[config.mk]
export PLATFORM = sky130hd
export DESIGN_NAME = cajero_dispensador
export DESIGN_NICKNAME = d
export VERILOG_FILES = /design/src/rtl/cajero_pkg.sv /design/src/rtl/cajero_plan_billetes.sv /design/src/rtl/cajero_dispensador.sv
export SDC_FILE = /design/constraint.sdc
export NUM_CORES = 1
export LEC_CHECK = 0
export CORE_MARGIN = 2
export CORE_UTILIZATION = 48
export CTS_CLUSTER_SIZE = 12
export DETAILED_ROUTE_END_ITERATION = 6
export PLACE_DENSITY = 0.64
export SLEW_MARGIN = 20
export SYNTH_ARGS = -nofsm -noshare
export SYNTH_HDL_FRONTEND = slang
export SYNTH_HIERARCHICAL = 1
export SYNTH_SLANG_ARGS = --single-unit
[constraint.sdc]
create_clock -name CLK -period 16.7 [get_ports CLK]
set_clock_uncertainty 0.05 [all_clocks]
set_input_delay 3.34 -clock CLK [delete_from_list [all_inputs] [get_ports CLK]]
set_output_delay 3.34 -clock CLK [all_outputs]
set_load 0.005 [all_outputs]
[src/rtl/cajero_pkg.sv]
// Shared types and constants for the cash-dispense stage: bill table,
// controller states and abort causes.
package cajero_pkg;

  localparam int N_DENOM = 5;
  localparam logic [7:0] UMBRAL_BAJO = 8'd5;

  // Index 0 is the highest value so a forward scan is greedy.
  localparam logic [31:0] DENOM [N_DENOM] = '{32'd20000, 32'd10000, 32'd5000, 32'd2000, 32'd1000};

  typedef logic [N_DENOM-1:0][7:0] banco_t;

  typedef enum logic [2:0] {
    IDLE,
    CHECK,
    PLAN,
    DISPENSE,
    WAIT_ACK,
    DONE,
    FAIL
  } estado_t;

  typedef enum logic [1:0] {
    FALLO_MONTO   = 2'b00,
    FALLO_STOCK   = 2'b01,
    FALLO_MAX     = 2'b10,
    FALLO_TIMEOUT = 2'b11
  } fallo_t;

  function automatic logic [31:0] denom_valor(input logic [2:0] idx);
    case (idx)
      3'd0:    denom_valor = DENOM[0];
      3'd1:    denom_valor = DENOM[1];
      3'd2:    denom_valor = DENOM[2];
      3'd3:    denom_valor = DENOM[3];
      3'd4:    denom_valor = DENOM[4];
      default: denom_valor = '0;
    endcase
  endfunction

endpackage

[src/rtl/cajero_plan_billetes.sv]
// Greedy bill planner: one decision per cycle, bounded by per-denomination
// stock and the per-delivery bill limit. Nothing moves until the plan is known good.
module cajero_plan_billetes
  import cajero_pkg::*;
#(
  parameter int MAX_BILLETES = 40
) (
  input  logic        CLK,
  input  logic        RESET,
  input  logic        start,
  input  logic [31:0] rem_inicial,
  input  banco_t      stock,
  output banco_t      plan,
  output logic        fin,
  output logic        ok,
  output fallo_t      codigo
);

  localparam logic [7:0] MAX_B = 8'(MAX_BILLETES);

  logic [31:0] rem;
  logic [2:0]  idx;
  logic [7:0]  total;
  logic        activo;
  logic        tomar;

  assign tomar  = (rem >= denom_valor(idx)) && (plan[idx] < stock[idx]) && (total < MAX_B);
  assign fin    = activo && !tomar && (idx == 3'd4);
  assign ok     = (rem == '0);
  assign codigo = (total == MAX_B) ? FALLO_MAX : FALLO_STOCK;

  always_ff @(posedge CLK or negedge RESET) begin
    if (!RESET) begin
      rem    <= '0;
      idx    <= '0;
      total  <= '0;
      plan   <= '0;
      activo <= 1'b0;
    end else if (start) begin
      rem    <= rem_inicial;
      idx    <= '0;
      total  <= '0;
      plan   <= '0;
      activo <= 1'b1;
    end else if (activo) begin
      if (tomar) begin
        rem       <= rem - denom_valor(idx);
        plan[idx] <= plan[idx] + 8'd1;
        total     <= total + 8'd1;
      end else if (idx == 3'd4) begin
        activo <= 1'b0;
      end else begin
        idx <= idx + 3'd1;
      end
    end
  end

endmodule

[src/rtl/cajero_dispensador.sv]
// Cash-dispense stage: validates and plans a delivery, then hands bills to the
// mechanism one at a time over STB/ACK while tracking stock.
//
// state    | meaning
// IDLE     | waiting for a request edge; RECARGA honoured here
// CHECK    | amount sanity check
// PLAN     | greedy split running in cajero_plan_billetes
// DISPENSE | pick next denomination (STB low gap)
// WAIT_ACK | STB high, waiting for ACK or timeout
// DONE     | ENTREGA_COMPLETA pulse
// FAIL     | FALLO_ENTREGA pulse, CODIGO_FALLO updated
module cajero_dispensador
  import cajero_pkg::*;
#(
  parameter int N_INICIAL    = 50,
  parameter int MAX_BILLETES = 40,
  parameter int ACK_TIMEOUT  = 255
) (
  input  logic        CLK,
  input  logic        RESET,
  input  logic        ENTREGAR_DINERO,
  input  logic [31:0] MONTO,
  input  logic        BILLETE_ACK,
  input  logic        RECARGA,
  output logic        BILLETE_STB,
  output logic [2:0]  BILLETE_DENOM,
  output logic        OCUPADO,
  output logic        ENTREGA_COMPLETA,
  output logic        FALLO_ENTREGA,
  output logic [1:0]  CODIGO_FALLO,
  output logic [4:0]  STOCK_BAJO
);

  localparam logic [7:0]  N_INI8      = 8'(N_INICIAL);
  localparam banco_t      STOCK_LLENO = {N_DENOM{N_INI8}};
  localparam logic [15:0] TMO_CARGA   = 16'(ACK_TIMEOUT - 1);

  estado_t     estado, estado_sig;
  fallo_t      fallo_sig;
  logic        ent_q;
  logic        req;
  logic [31:0] rem;
  banco_t      stock;
  banco_t      plan_q;
  banco_t      plan_calc;
  logic [2:0]  denom_q;
  logic [2:0]  sel;
  logic [15:0] tmo;
  logic [1:0]  codigo_q;
  logic [4:0]  bajo_q;
  logic [4:0]  bajo_calc;
  logic        plan_start;
  logic        plan_fin;
  logic        plan_ok;
  fallo_t      plan_cod;
  logic        ultimo;
  logic        monto_invalido;

  // ent_q resets high so a level already high at reset release is not an edge.
  assign req            = ENTREGAR_DINERO & ~ent_q;
  assign monto_invalido = (rem == '0) || ((rem % 32'd1000) != '0);

  cajero_plan_billetes #(
    .MAX_BILLETES(MAX_BILLETES)
  ) u_plan (
    .CLK        (CLK),
    .RESET      (RESET),
    .start      (plan_start),
    .rem_inicial(rem),
    .stock      (stock),
    .plan       (plan_calc),
    .fin        (plan_fin),
    .ok         (plan_ok),
    .codigo     (plan_cod)
  );

  always_ff @(posedge CLK or negedge RESET) begin
    if (!RESET) estado <= IDLE;
    else        estado <= estado_sig;
  end

  always_comb begin
    estado_sig = estado;
    fallo_sig  = FALLO_MONTO;
    plan_start = 1'b0;
    case (estado)
      IDLE:     if (req) estado_sig = CHECK;
      CHECK: begin
        if (monto_invalido) begin
          estado_sig = FAIL;
          fallo_sig  = FALLO_MONTO;
        end else begin
          estado_sig = PLAN;
          plan_start = 1'b1;
        end
      end
      PLAN: begin
        if (plan_fin) begin
          if (plan_ok) begin
            estado_sig = DISPENSE;
          end else begin
            estado_sig = FAIL;
            fallo_sig  = plan_cod;
          end
        end
      end
      DISPENSE: estado_sig = WAIT_ACK;
      WAIT_ACK: begin
        if (BILLETE_ACK) begin
          estado_sig = ultimo ? DONE : DISPENSE;
        end else if (tmo == '0) begin
          estado_sig = FAIL;
          fallo_sig  = FALLO_TIMEOUT;
        end
      end
      DONE:     estado_sig = IDLE;
      FAIL:     estado_sig = IDLE;
      default:  estado_sig = IDLE;
    endcase
  end

  // Lowest index with bills left, i.e. highest value first.
  always_comb begin
    sel = 3'd0;
    for (int k = N_DENOM - 1; k >= 0; k--) begin
      if (plan_q[k] != '0) sel = 3'(k);
    end
  end

  always_comb begin
    ultimo = (plan_q[denom_q] == 8'd1);
    for (int k = 0; k < N_DENOM; k++) begin
      if ((3'(k) != denom_q) && (plan_q[k] != '0)) ultimo = 1'b0;
    end
  end

  always_comb begin
    bajo_calc = '0;
    for (int k = 0; k < N_DENOM; k++) begin
      bajo_calc[k] = (stock[k] < UMBRAL_BAJO);
    end
  end

  always_ff @(posedge CLK or negedge RESET) begin
    if (!RESET) begin
      ent_q    <= 1'b1;
      rem      <= '0;
      stock    <= STOCK_LLENO;
      plan_q   <= '0;
      denom_q  <= '0;
      tmo      <= '0;
      codigo_q <= '0;
      bajo_q   <= '0;
    end else begin
      ent_q  <= ENTREGAR_DINERO;
      bajo_q <= bajo_calc;
      case (estado)
        IDLE: begin
          if (RECARGA) stock <= STOCK_LLENO;
          if (req) begin
            rem      <= MONTO;
            codigo_q <= FALLO_MONTO;
          end
        end
        PLAN: if (plan_fin && plan_ok) plan_q <= plan_calc;
        DISPENSE: begin
          denom_q <= sel;
          tmo     <= TMO_CARGA;
        end
        WAIT_ACK: begin
          if (BILLETE_ACK) begin
            stock[denom_q]  <= stock[denom_q] - 8'd1;
            plan_q[denom_q] <= plan_q[denom_q] - 8'd1;
          end else if (tmo == '0) begin
            plan_q <= '0;
          end else begin
            tmo <= tmo - 16'd1;
          end
        end
        default: ;
      endcase
      if (estado_sig == FAIL) codigo_q <= fallo_sig;
    end
  end

  assign BILLETE_STB      = (estado == WAIT_ACK);
  assign BILLETE_DENOM    = denom_q;
  assign OCUPADO          = (estado != IDLE);
  assign ENTREGA_COMPLETA = (estado == DONE);
  assign FALLO_ENTREGA    = (estado == FAIL);
  assign CODIGO_FALLO     = codigo_q;
  assign STOCK_BAJO       = bajo_q;

endmodule

After elaboration in Yosys (flattened, before gate mapping)
Index checks and enable logic that the tools add are counted.
- flip-flop bits (word level): 226
- input bits: 37
- output and inout port bits: 14
- logic and storage cells: 189
- add/subtract/negate cells: 7
- divide/modulo/power cells: 1
- $lt $le $gt $ge: 12
- equality and inequality tests: 25
- muxes and demuxes: 75
- bitwise operators: 2
- reduce and logical (&&, ||, !) cells: 41
- operators with widths (kind ; count):
    $mux 40 ; 8
    $mux 32 ; 6
    $pmux 40 s2 ; 2
    $bwmux 40 ; 3
    $bmux 8 s3 ; 4
    $pmux 15 s5 ; 1
    $mux 8 ; 9
    $logic_not 32->1 ; 2
    $demux 8 s3 ; 2
    $mux 3 ; 16
    $lt 8x3->1 const B ; 5
    $reduce_bool 8->1 ; 5
    $ge 32x15->1 ; 1
    $mod 32x10->32 const B ; 1
    $mux 16 ; 2
    $pmux 16 s2 ; 1
    $reduce_bool 32->1 ; 1
    $sub 32x32->32 ; 1
    $add 8x1->8 const B ; 2
    $logic_not 16->1 ; 1
    $mux 2 ; 8
    $sub 16x1->16 const B ; 1
    $sub 8x1->8 const B ; 2
    $eq 3x3->1 const B ; 5
    27 further kinds ; 74

Longest topological paths before layout
- depth after elaboration: 14
- mapped depth: 71
- depth with buffers taken out: 56

Modules after synthesis
Netlist, hierarchy kept.
- by module, submodules not included (module ; times used ; cells an instance ; area each (µm²)):
    cajero_dispensador ; 1 ; 1782 ; 14639.0
    cajero_plan_billetes ; 1 ; 652 ; 5890.6

Worst setup path after synthesis
No wires, ideal clock.
- path type: register to register
- start: register rem[25] (netlist name)
- end: register u_plan.rem[14]
- library setup time: 0.137 ns
- arrival: 15.773 ns
- required time: 16.513 ns
- path slack: 0.740 ns
- cell stages (with the launch flop): 60
- buffers on the path: 5
- period minus slack after synthesis: 15.960 ns
- path through: dfrtp_1 > buf_4 > o32a_1 > o211ai_2 > o2111a_2 > mux2_2 > or3_1 > and3_1 > nor4_2 > o221ai_1 > a2111o_1 > o221ai_1 > a41oi_2 > xnor2_1 > mux2_2 > mux2_2 > nor3_2 > mux2_2 > (+24 left out) > a31oi_4 > mux2_4 > nand4_4 > a31oi_4 > nor3b_1 > o21ai_2 > a21o_1 > a2111oi_1 > o221ai_1 > a2111oi_2 > o21bai_1 > nor2b_1 > clkbuf_1 > inv_1 > clkbuf_1 > clkbuf_1 > a31oi_1 > o41ai_1
- RTL lines (item ; line ; RTL):
    end signal: assignment ; cajero_plan_billetes.sv:40 ; rem <= rem_inicial;
    end signal: assignment ; cajero_plan_billetes.sv:47 ; rem <= rem - denom_valor(idx);
    end: declaration ; cajero_plan_billetes.sv:21 ; logic [31:0] rem;

==> metrics.txt <==
Clock Sinks=roughly 230; Synth cell types=147; final setup vio count=0; share of layout cells above drive strength 1=a little over a fifth; Critical Path Start Type=flop; Worst Setup Path Type=flop to flop; GP Congestion=between 0.9 and 1; critical path's largest stage delay=470 ps; io pins=51; Core Region=roughly 42000 um^2; Clk Latency, worst-skew pair=600 ps; Post-Route WL=65.0 mm; largest cells by area after synthesis=dfrtp_1 (26%), nand2_1 (4.8%), o21ai_0 (4.2%); commonest non-fill, non-tap cell in the layout=nand2_1; TritonCTS Buffers=29; Die Area=roughly 44000 um^2; Critical Path RT=between 15000 and 20000 ps; Synth Cell Area=20500 um^2; die width=211 um; first-pass GRT wire length=a little over 100 mm; Period Utilization, post-route=96.9%; CTS root buf=clkbuf_16; post-synthesis average cell area=between 8 and 9 um^2; largest net degree at the start of global routing=approximately 100; CP Data Arrival Time=~17000 ps; initial antenna violation count=0; Top FF cell, synth=dfrtp_1; worst-margin pin slew=around 1100 ps; vias in the first global route=~19000; # hold bufs at CTS=0; Clock Path Buffers=3; Final ANT Viol Nets=0; Area growth syn-to-layout=18.2%; Nets=2617; Post-synth ARST share=100%; EDFF count, synth=0; number of remaining DRC errors=0; Post-Place Worst Slack=-416 ps; highest-count cells in the layout ignoring fill and taps=nand2_1 (260), dfrtp_1 (205), o21ai_0 (168); PortBufs=50; CTS tree=built; Routed met3 length=~4.1 mm; Highest Signal Layer=met4; share of the synthesized area in the top cell type=approximately a quarter; Clock H-tree levels=1; Met1 Wirelength=between 20 and 30 mm; Hold Crit Class=flop to flop; Period minus WS final=16180 ps; CP endpoint kind=flop; CP max-delay cell=dfrtp_2; drt first pass iters=6; Final Hold Fails=0; post-route setup slack=518 ps; register area share after synthesis=between 20% and 30%; Max-slew headroom=between 20% and 30%; FF/Latch Area=5680 um^2; depth of the most critical reg-to-reg path=between 60 and 70; WP depth=62; antenna cell count=0; post-DP HPWL=between 40 and 50 mm; Yosys warnings=6; Max FO, Critical Path=28; met2 WL=30.8 mm; Pins Over Slew Limit=0; Tot GR Track Use=27.8%; initial drt markers=1937; Congestion Overflow GR=0; MaxCap Viol Count=0; status=finished, final reports clean; routed len/inst=about 21 um; Initial Util=48.8%; clk slew on worst S/H paths=60 ps; total of fill cells in the finished design=between 3000 and 4000; area of the multi-input gates=roughly 15000 um^2; Mapped Nets=between 2000 and 3000; family with the most delay on the worst path=compound AO/OA/AOI/OAI gates; chip height=between 200 and 250 um; WP buf/inv=9; Vias=between 20000 and 25000; vias per inst=~6.6; hold depth=1; top cell type by total area after synthesis=dfrtp_1; flops & latches, synth=about 230; FMAX=0.0618 GHz; synthesized instance count=between 2000 and 2500; FP Rows=75
## registers in the layout, summed over array words and instances (netlist names)
register	flops
rem	32
estado	3
u_plan/activo	1
BILLETE_DENOM	3
plan_q	40
tmo	16
stock	40
u_plan/idx	3
u_plan/plan	40
STOCK_BAJO	5
ent_q	1
u_plan/rem	32
u_plan/total	8
CODIGO_FALLO	2
## final timing paths
check,start,slack [ps],to
min in group asynchronous,RESET,2730,STOCK_BAJO[2]$_DFF_PN0_
max in group asynchronous,RESET,12590,rem[8]$_DFFE_PN0P_
min,stock[31]$_DFFE_PN0P_,440,STOCK_BAJO[3]$_DFF_PN0_
max,rem[25]$_DFFE_PN0P_,520,u_plan/rem[28]$_DFFE_PN0P_
max reg2reg,rem[25]$_DFFE_PN0P_,520,u_plan/rem[28]$_DFFE_PN0P_
min reg2reg,stock[31]$_DFFE_PN0P_,440,STOCK_BAJO[3]$_DFF_PN0_
## cell usage after synthesis, types with 23 or more instances
cell type    n
a22oi_1     58
clkbuf_1    71
dfrtp_1    210
buf_4       23
o21ai_1     28
mux2i_1     63
nand4_1     34
and2_1      26
nand2_1    265
o21a_1      31
nor3_1      69
a21o_1      27
a31oi_1     39
inv_1       58
or3_1       30
o211ai_1    31
nand3_1    102
xnor2_1     63
mux2_2      56
a21oi_1    133
nor4_1      38
buf_2       28
ha_1        30
o31ai_1     23
o21ai_0    172
nor2_1     162
## kinds of logic (layout without fill, tap and decap cells)
group / count (synthesis) / after routing / synth area share [%]
simple gates: 887 / 887 / 22.2
compound gates: 841 / 841 / 30.3
flops: 226 / 226 / 27.6
buf+inv: 210 / 347 / 5.06
mux: 148 / 148 / 8.92
xor+xnor: 83 / 83 / 3.58
fa+ha+maj: 39 / 39 / 2.32
## cell type report
class | instances | share of cell area [%]
multi-input cells | 1998 | 60.8
flip-flops and latches | 226 | 23.4
repair buffers | 230 | 8.04
clock buffers | 42 | 3.44
well taps | 539 | 2.78
inverters | 64 | 1.01
clock inverters | 11 | 0.577
## routing by layer
layer	vias to the layer above	GRT usage (%)
met5	-	0
met4	0	7.63
met3	134	3.27
met2	797	46.1
met1	9982	38.3
li1	9608	-
## worst reg2reg max path: cells and delay by family (launching register included)
| kind | cells | cell delay (ps) |
|---|---|---|
| xor gates and xnor gates | 1 | 200 |
| buffers and inverters | 9 | 1600 |
| DFF | 1 | 470 |
| muxes | 5 | 1510 |
| and+or+nand+nor | 15 | 3630 |
| AOI/OAI and AO/OA | 32 | 8630 |
## timing repair
item / in CTS / in global routing
setup buffers: 6 / 64
endpoints found under the setup margin: 60 / 87
hold endpoints to repair: 0 / 0
pin swaps: 4 / 66
cloned: 0 / 4
resized for setup: 28 / 160
## through the flow
step	instances	setup TNS, ps	hold slack [ps]	utilization (%)	cell area [um^2]
3_3_place_gp	2983	-3080	427	51.7	21700
6_report	3110	0	441	57.7	24300
5_1_grt	3110	-7380	476	57.7	24300
2_1_floorplan	2434	0	386	-	20500
3_5_place_dp	2983	-10740	426	51.7	21700
4_1_cts	3042	0	433	54.5	22900
Power is left out: the tool's default activity adds up to more than one toggle a clock period on the data nets, which glitch-free logic cannot reach.
